### src/rtl/serial_arith_pkg.sv
// Shared definitions for the bit-serial arithmetic blocks.
//   state_t       : controller states IDLE / RUN / DONE
//   DEFAULT_WIDTH : default operand width in bits
package serial_arith_pkg;

  localparam int unsigned DEFAULT_WIDTH = 8;

  typedef enum logic [1:0] {
    IDLE = 2'd0,
    RUN  = 2'd1,
    DONE = 2'd2
  } state_t;

endpackage

### src/rtl/serial_byte_adder_full_adder.sv
// Gate-level one-bit full adder; the single arithmetic cell of the
// bit-serial adder.
// Ports:
//   a, b  : input  operand bits
//   cin   : input  carry-in
//   s     : output sum bit
//   cout  : output carry-out
module full_adder (
  input  logic a,
  input  logic b,
  input  logic cin,
  output logic s,
  output logic cout
);

  logic w_axb;

  assign w_axb = a ^ b;
  assign s     = w_axb ^ cin;
  assign cout  = (a & b) | (cin & w_axb);

endmodule

### src/rtl/serial_byte_adder.sv
// Bit-serial unsigned adder. Latches two WIDTH-bit operands on start and
// adds them LSB-first through one full-adder cell, one bit per clock.
// Ports:
//   clk    : input  rising-edge clock
//   rst_n  : input  synchronous active-low reset
//   start  : input  request, sampled only in IDLE
//   a, b   : input  operands, sampled with start
//   busy   : output high in RUN and DONE
//   done   : output one-cycle pulse, result valid
//   sum    : output a+b modulo 2^WIDTH, held until the next result
//   carry  : output carry-out of bit WIDTH-1, held with sum
module serial_byte_adder
  import serial_arith_pkg::*;
#(
  parameter int WIDTH = DEFAULT_WIDTH
) (
  input  logic             clk,
  input  logic             rst_n,
  input  logic             start,
  input  logic [WIDTH-1:0] a,
  input  logic [WIDTH-1:0] b,
  output logic             busy,
  output logic             done,
  output logic [WIDTH-1:0] sum,
  output logic             carry
);

  localparam int CW = (WIDTH > 1) ? $clog2(WIDTH) : 1;
  localparam logic [CW-1:0] LAST_BIT = CW'(WIDTH - 1);

  state_t           r_state;
  state_t           w_state_next;
  logic [WIDTH-1:0] r_a_sh;
  logic [WIDTH-1:0] r_b_sh;
  logic [WIDTH-1:0] r_psum;
  logic [WIDTH-1:0] r_sum;
  logic [CW-1:0]    r_cnt;
  logic             r_c;
  logic             r_carry;
  logic             w_s;
  logic             w_cout;
  logic [WIDTH-1:0] w_psum_next;
  logic             w_last;

  full_adder u_fa (
    .a    (r_a_sh[0]),
    .b    (r_b_sh[0]),
    .cin  (r_c),
    .s    (w_s),
    .cout (w_cout)
  );

  // New sum bit enters at the MSB so that after WIDTH shifts bit 0 has
  // arrived at position 0.
  assign w_psum_next = {w_s, r_psum[WIDTH-1:1]};
  assign w_last      = (r_cnt == LAST_BIT);

  // NOTE: sequential state uses non-blocking assignments so every flop
  // samples pre-edge values, independent of statement order.
  always_ff @(posedge clk) begin
    if (!rst_n) begin
      r_state <= IDLE;
    end else begin
      r_state <= w_state_next;
    end
  end

  // NOTE: the default at the top of a combinational block guarantees every
  // path assigns the output, so no latch is inferred.
  always_comb begin
    w_state_next = r_state;
    case (r_state)
      IDLE:    if (start) w_state_next = RUN;
      RUN:     if (w_last) w_state_next = DONE;
      DONE:    w_state_next = IDLE;
      default: w_state_next = IDLE;
    endcase
  end

  always_ff @(posedge clk) begin
    if (!rst_n) begin
      r_a_sh  <= '0;
      r_b_sh  <= '0;
      r_psum  <= '0;
      r_sum   <= '0;
      r_cnt   <= '0;
      r_c     <= 1'b0;
      r_carry <= 1'b0;
    end else begin
      case (r_state)
        IDLE: begin
          if (start) begin
            r_a_sh <= a;
            r_b_sh <= b;
            r_c    <= 1'b0;
            r_cnt  <= '0;
          end
        end
        RUN: begin
          r_a_sh <= {1'b0, r_a_sh[WIDTH-1:1]};
          r_b_sh <= {1'b0, r_b_sh[WIDTH-1:1]};
          r_psum <= w_psum_next;
          r_c    <= w_cout;
          r_cnt  <= r_cnt + CW'(1);
          // Publish on the edge that consumes the top bit, so the result
          // is visible in the same cycle as done.
          if (w_last) begin
            r_sum   <= w_psum_next;
            r_carry <= w_cout;
          end
        end
        default: ;
      endcase
    end
  end

  assign busy  = (r_state != IDLE);
  assign done  = (r_state == DONE);
  assign sum   = r_sum;
  assign carry = r_carry;

endmodule
### config.mk
export PLATFORM = sky130hd
export DESIGN_NAME = serial_byte_adder
export DESIGN_NICKNAME = d
export VERILOG_FILES = /design/src/rtl/serial_arith_pkg.sv /design/src/rtl/serial_byte_adder_full_adder.sv /design/src/rtl/serial_byte_adder.sv
export SDC_FILE = /design/constraint.sdc
export NUM_CORES = 1
export LEC_CHECK = 0
export BUFFER_PORTS_ARGS = -buffer_cell sky130_fd_sc_hd__buf_4
export CAP_MARGIN = 40
export CORE_MARGIN = 5
export CORE_UTILIZATION = 30
export CTS_BUF_LIST = sky130_fd_sc_hd__clkbuf_4 sky130_fd_sc_hd__clkbuf_8
export DETAILED_ROUTE_END_ITERATION = 7
export PLACE_DENSITY_LB_ADDON = 0.2
export SETUP_SLACK_MARGIN = 0.4
export SKIP_LAST_GASP = 1
export SLEW_MARGIN = 15
export SYNTH_ARGS = -nofsm -noshare
export SYNTH_HDL_FRONTEND = slang
export SYNTH_SLANG_ARGS = --single-unit
### constraint.sdc
create_clock -name clk -period 3 [get_ports clk]
set_input_delay 0.6 -clock clk [delete_from_list [all_inputs] [get_ports clk]]
set_output_delay 0.6 -clock clk [all_outputs]
set_load 0.005 [all_outputs]
After elaboration in Yosys (flattened, before gate mapping)
Index checks and enable logic that the tools add are counted.

Bits in registers: 39. Output and inout bits: 11. Word-level logic and storage cells: 36. Bits of input ports: 19.

Equality and inequality tests: 5. Reduce and logical (&&, ||, !) cells: 6. Mux-type cells: 11. Bitwise operators: 5. Add/subtract/negate cells: 1.

Operators with widths (number): 8-bit case mux with 2 select lines (2); 8-bit 2-to-1 mux (2); 3-bit case mux with 2 select lines (1); 2-bit AND reduction (3); 2-bit 2-to-1 mux (2); 2-bit != test (second input constant) (2); 2-bit case mux with 2 select lines (1); 2-bit nonzero test (2); 3-bit by 1-bit adder with 3-bit output (second input constant) (1); 3-bit == test (second input constant) (1); 3-bit 2-to-1 mux (1); 1-bit bitwise AND (2); 2-bit by 1-bit == test with 1-bit output (second input constant) (1); 2-bit == test (second input constant) (1); 2-bit zero test (1); 1-bit case mux with 2 select lines (1); 1-bit XOR (2); 1-bit 2-to-1 mux (1); 1-bit OR (1).

Logic depth before layout (Yosys ltp)
Word-level depth: 4. Depth in mapped cells: 6.

Modules after synthesis
Synthesis repeated with hierarchy kept, for this count alone.

Cells, all modules: 169. Area total of the unflattened synthesis: 1612.8 um^2.

Modules (own cells, without submodules): serial_byte_adder (sequential area each 760.7 um^2, instances 1, area an instance 1592.8 um^2, cells an instance 168); full_adder (sequential area each 0.0 um^2, instances 1, area an instance 20.0 um^2, cells an instance 1).

Least setup slack after synthesis
No wires, ideal clock.

Kind: input port to flip-flop. Start: in start. End: reg r_a_sh[0]. Stages on the path: 5. Arrival time: 1.402 ns. Library setup time: 0.117 ns. Setup slack: 1.481 ns. Cells stage by stage: or3b_1 buf_6 buf_12 o221ai_2 nor2_1.

Longest elaborated chain between the ends: 2.

RTL lines: start: declaration (line serial_byte_adder.sv:19) `input logic start,`; 2-bit != test (no source line); 2-bit AND reduction (no source line); end signal: assignment (line serial_byte_adder.sv:100) `r_a_sh <= {1'b0, r_a_sh[WIDTH-1:1]};`; end: declaration (line serial_byte_adder.sv:33) `logic [WIDTH-1:0] r_a_sh;`.

Every way passes these cells. A chain may end at the register's enable or synchronous reset.

Worst setup path in the final report
Start: reg r_state[0]. End: out done.

Longest elaborated chain between the ends: 1.

RTL lines: start: declaration (line serial_byte_adder.sv:31) `state_t r_state;`; start signal: assignment (line serial_byte_adder.sv:64) `r_state <= w_state_next;`; 2-bit == test (line serial_byte_adder.sv:118) `assign done = (r_state == DONE);`; end: declaration (line serial_byte_adder.sv:23) `output logic done,`.

Every way passes these cells.

==> out/qor_table.md <==
| Result | Reported |
|---|---|
| Total iterations of the first detailed-routing run | 4 |
| Final nets | 216 |
| Period utilisation layout | 57.7% |
| Arrival time of the worst setup path | 1.13 ns |
| Count of antenna diodes in the layout | 0 |
| Worst Setup Path Type | flip-flop to primary output |
| Die extent in y | 83.4 um |
| Share of the synthesized area in compound gates (AO/OA/AOI/OAI) | 22.3% |
| Initial core utilization | 31.2% |
| Switching pwr | 238 uW |
| Main combinational cell family by area after synthesis | compound AO/OA/AOI/OAI gates |
| Power density of the placed cells | 511 mW/mm2 |
| Pleak | 0.000739 uW |
| Number of flops mapped to enable cells by yosys | 0 |
| Number of standard cells after synthesis | 169 |
| Count of synthesis-stage warnings from yosys | 0 |
| Overall routing resource usage | 10.0% |
| Source-to-sink clock delay at the later pin of the worst-skew pair | 0.28 ns |
| Via count | 1239 |
| CTS resizes | 0 |
| Clock transition at path regs | 0.07 ns |
| Die area | 0.00695 mm2 |
| Classification of the worst-slack hold path | flip-flop to flip-flop |
| Final HPWL from detailed placement | 2180 um |
| Net switching share of the total power | 23.8% |
| Fraction of registers with async set/reset | 0% |
| Die Wd | 83.4 um |
| Area Growth Syn to Fin | 20.9% |
| Setup-violating endpoint count in the final report | 0 |
| Slew at the pin closest to its max-slew limit | 0.706 ns |
| Worst Setup SP | r_state[0] |
| IO buf count | 29 |
| Post-Syn Area per Cell | 9.55 um2 |
| Remaining global-route overflow | 0 |
| Part of the power in combinational logic | 11.0% |
| Top_reg_cell synth | sky130_fd_sc_hd__dfxtp_1 |
| Worst r2r src | r_cnt[0] |
| Area inside the core boundary | 0.00517 mm2 |
| Area share of the leading cell type in the synthesized netlist | 47.1% |
| Power Internal | 759 uW |
| RSZ-0062 raised after global routing | false |
| Worst-path cell with the longest stage delay | sky130_fd_sc_hd__dfxtp_1 |
| Critical path buffer and inverter count | 1 |
| Max Cap Violations | 0 |
| Via density per instance | 4.71 |
| Most used standard cell by instance count after synthesis | sky130_fd_sc_hd__dfxtp_1 |
| First-pass GRT wire length | 5710 um |
| Post-detailed-route count of antenna-violating nets | 0 |
| Sequential Power Share | 54.6% |
| Mux contribution to synthesized area | 1.24% |
| Sum of negative setup slack | 0 ns |
| Largest area contributor in the synthesized netlist | sky130_fd_sc_hd__dfxtp_1 |
| Relative contribution of the clock network to total power | 34.4% |
| Vias in the first global route | 1200 |
| Setup bufs post-CTS | 0 |
| Num CTS Buffers | 5 |
| Critical path, cell by cell | and2b_1 -> buf_4 |
| Number of pins exceeding their max-slew limit in the final report | 0 |
| Final GP Congestion | 0.713 |
| Maximum number of buffers from clock root to sink | 2 |
| Max FO, Critical Path | 10 |
| Category of cells accounting for the largest share of critical-path delay | flip-flops |
| CTS Hold Bufs | 0 |
| H-tree Lvls | 2 |
| Critical Path Start Type | flip-flop |
| Top area cells in the synthesized netlist | sky130_fd_sc_hd__dfxtp_1 47%, sky130_fd_sc_hd__o221ai_2 9.3%, sky130_fd_sc_hd__a21boi_0 7.4% |
| Result of the run | completed |
| Tmin final | 1.73 ns |
| Worst hold slack across all endpoints | 0.462 ns |
| Antenna violations before repair | 0 |
| WL final | 3290 um |
| Seq/Total Area, Yosys | 47.1% |
| Master cell of the clock root buffer | sky130_fd_sc_hd__clkbuf_8 |
| Area of the mapped netlist | 0.00161 mm2 |
| Clock tree sinks | 38 |
| Endpoint required time on the critical path | 2.40 ns |
| Fmax | 0.577 GHz |
| Average detailed-routed wire length per instance | 12.5 um |
| Cell row count | 26 |
| Number of remaining DRC errors | 0 |
| Initial DRC count | 24 |
| Largest net degree at the start of global routing | 39 |
| Number of filler instances in the final layout | 565 |
| Yosys reg bits | 38 |
| Layout cell share with drive strength beyond 1 | 25.4% |
| Utilization after layout | 37.7% |
| Commonest cells in the synthesized netlist | 38 x sky130_fd_sc_hd__dfxtp_1, 28 x sky130_fd_sc_hd__nor2_1, 23 x sky130_fd_sc_hd__nand2_1 |
| Simple-gate share of the synthesized area | 20.9% |
| Xor/xnor cell area share of the yosys netlist | 0% |
| Kind of end point of the critical path | primary output |
| Relative slew slack | 52.9% |
| Syn_nets | 191 |
| Origin of the worst min-delay path | sum[6] |
| Worst setup skew after layout | 0.00635 ns |
| TritonCTS clock tree | built |
| Number of distinct library cells after synthesis | 28 |
| VDD IR-drop max | 0.000256 V |
| Critical Path Max Stage Delay | 0.50 ns |
| Count of final hold-check violations | 0 |
| Top-Level Pins | 30 |
| Adder-cell share of the synthesized area | 2.79% |
==> power by group through the flow <==
stage	combinational, uW	sequential [uW]	clock, uW
final	109	544	343
after detailed placement	111	555	0
after floorplan	81.3	550	0
after global routing	123	546	381
after CTS	111	544	365
after global placement	105	555	0
==> registers in the layout, indices dropped and copies added (netlist names) <==
name and count:
sum 8, r_cnt 3, r_b_sh 8, r_state 2, r_c 1, r_psum 7
carry 1, r_a_sh 8
==> metal layers <==
metal	share of wire (%)	up-vias	routed length, um	global-route usage [%]
met4	1.2	0	40	4.46
met2	45	28	1480	15.2
met1	49	569	1620	13.0
li1	-	637	-	-
met3	4.4	5	145	3.07
met5	0	-	0	0
==> kinds of logic after synthesis <==
logic type | Yosys count
AO/OA/AOI/OAI | 37
adder cells (fa/ha/maj) | 3
buffers and inverters | 14
flip-flops | 38
multiplexers | 2
AND/OR/NAND/NOR | 75
==> path summary, 6_finish.rpt <==
path,to,slack [ns],cells after the start
hold / removal,sum[6],0.46,2
setup / recovery,done,1.27,2
setup reg to reg,carry,1.29,5
hold reg to reg,sum[6],0.46,2
==> cell type report <==
class | instances | area (um2) | share of cell area (%)
multi-input cells | 117 | 763 | 39.1
flip-flops and latches | 38 | 761 | 39.0
repair buffers | 31 | 253 | 13.0
well taps | 70 | 87.6 | 4.49
clock buffers | 6 | 82.6 | 4.23
inverters | 1 | 3.75 | 0.192
==> layout by cell type (no fill, tap or decap) <==
cell                        n
sky130_fd_sc_hd__or3b_1     1
sky130_fd_sc_hd__clkbuf_8   6
sky130_fd_sc_hd__nor2b_1    6
sky130_fd_sc_hd__dfxtp_1   38
sky130_fd_sc_hd__or2_2      1
sky130_fd_sc_hd__buf_4     30
sky130_fd_sc_hd__nand2_1   23
sky130_fd_sc_hd__o221ai_2  10
sky130_fd_sc_hd__and2b_1    1
sky130_fd_sc_hd__and2_1     1
sky130_fd_sc_hd__and3_1     1
sky130_fd_sc_hd__ha_1       2
sky130_fd_sc_hd__nor2_1    28
sky130_fd_sc_hd__buf_16     1
sky130_fd_sc_hd__mux2i_1    2
sky130_fd_sc_hd__a21boi_0  16
sky130_fd_sc_hd__nand2b_1   1
sky130_fd_sc_hd__nand3b_1   1
sky130_fd_sc_hd__inv_1      1
sky130_fd_sc_hd__fa_1       1
sky130_fd_sc_hd__nand3_1    9
sky130_fd_sc_hd__a22oi_1    5
sky130_fd_sc_hd__o221ai_1   4
sky130_fd_sc_hd__nor3b_1    2
sky130_fd_sc_hd__o21ba_2    1
sky130_fd_sc_hd__o21bai_1   1
==> tightest hold or removal path: cells and delay by family, from the launching register on <==
kind	cells	cell delay (ns)
flip-flops	1	0.31
AO/OA/AOI/OAI	1	0.06
AND/OR/NAND/NOR	1	0.05
==> metrics by stage <==
stage	power (uW)	instances	area [um2]	setup WS (ns)
floorplan	631	169	1610	1.48
global placement	661	256	1840	1.14
detailed placement	667	257	1870	1.14
CTS	1020	263	1950	1.20
global route	1050	263	1950	1.10
finish	996	263	1950	1.27
(Power assumes the default switching activity.)
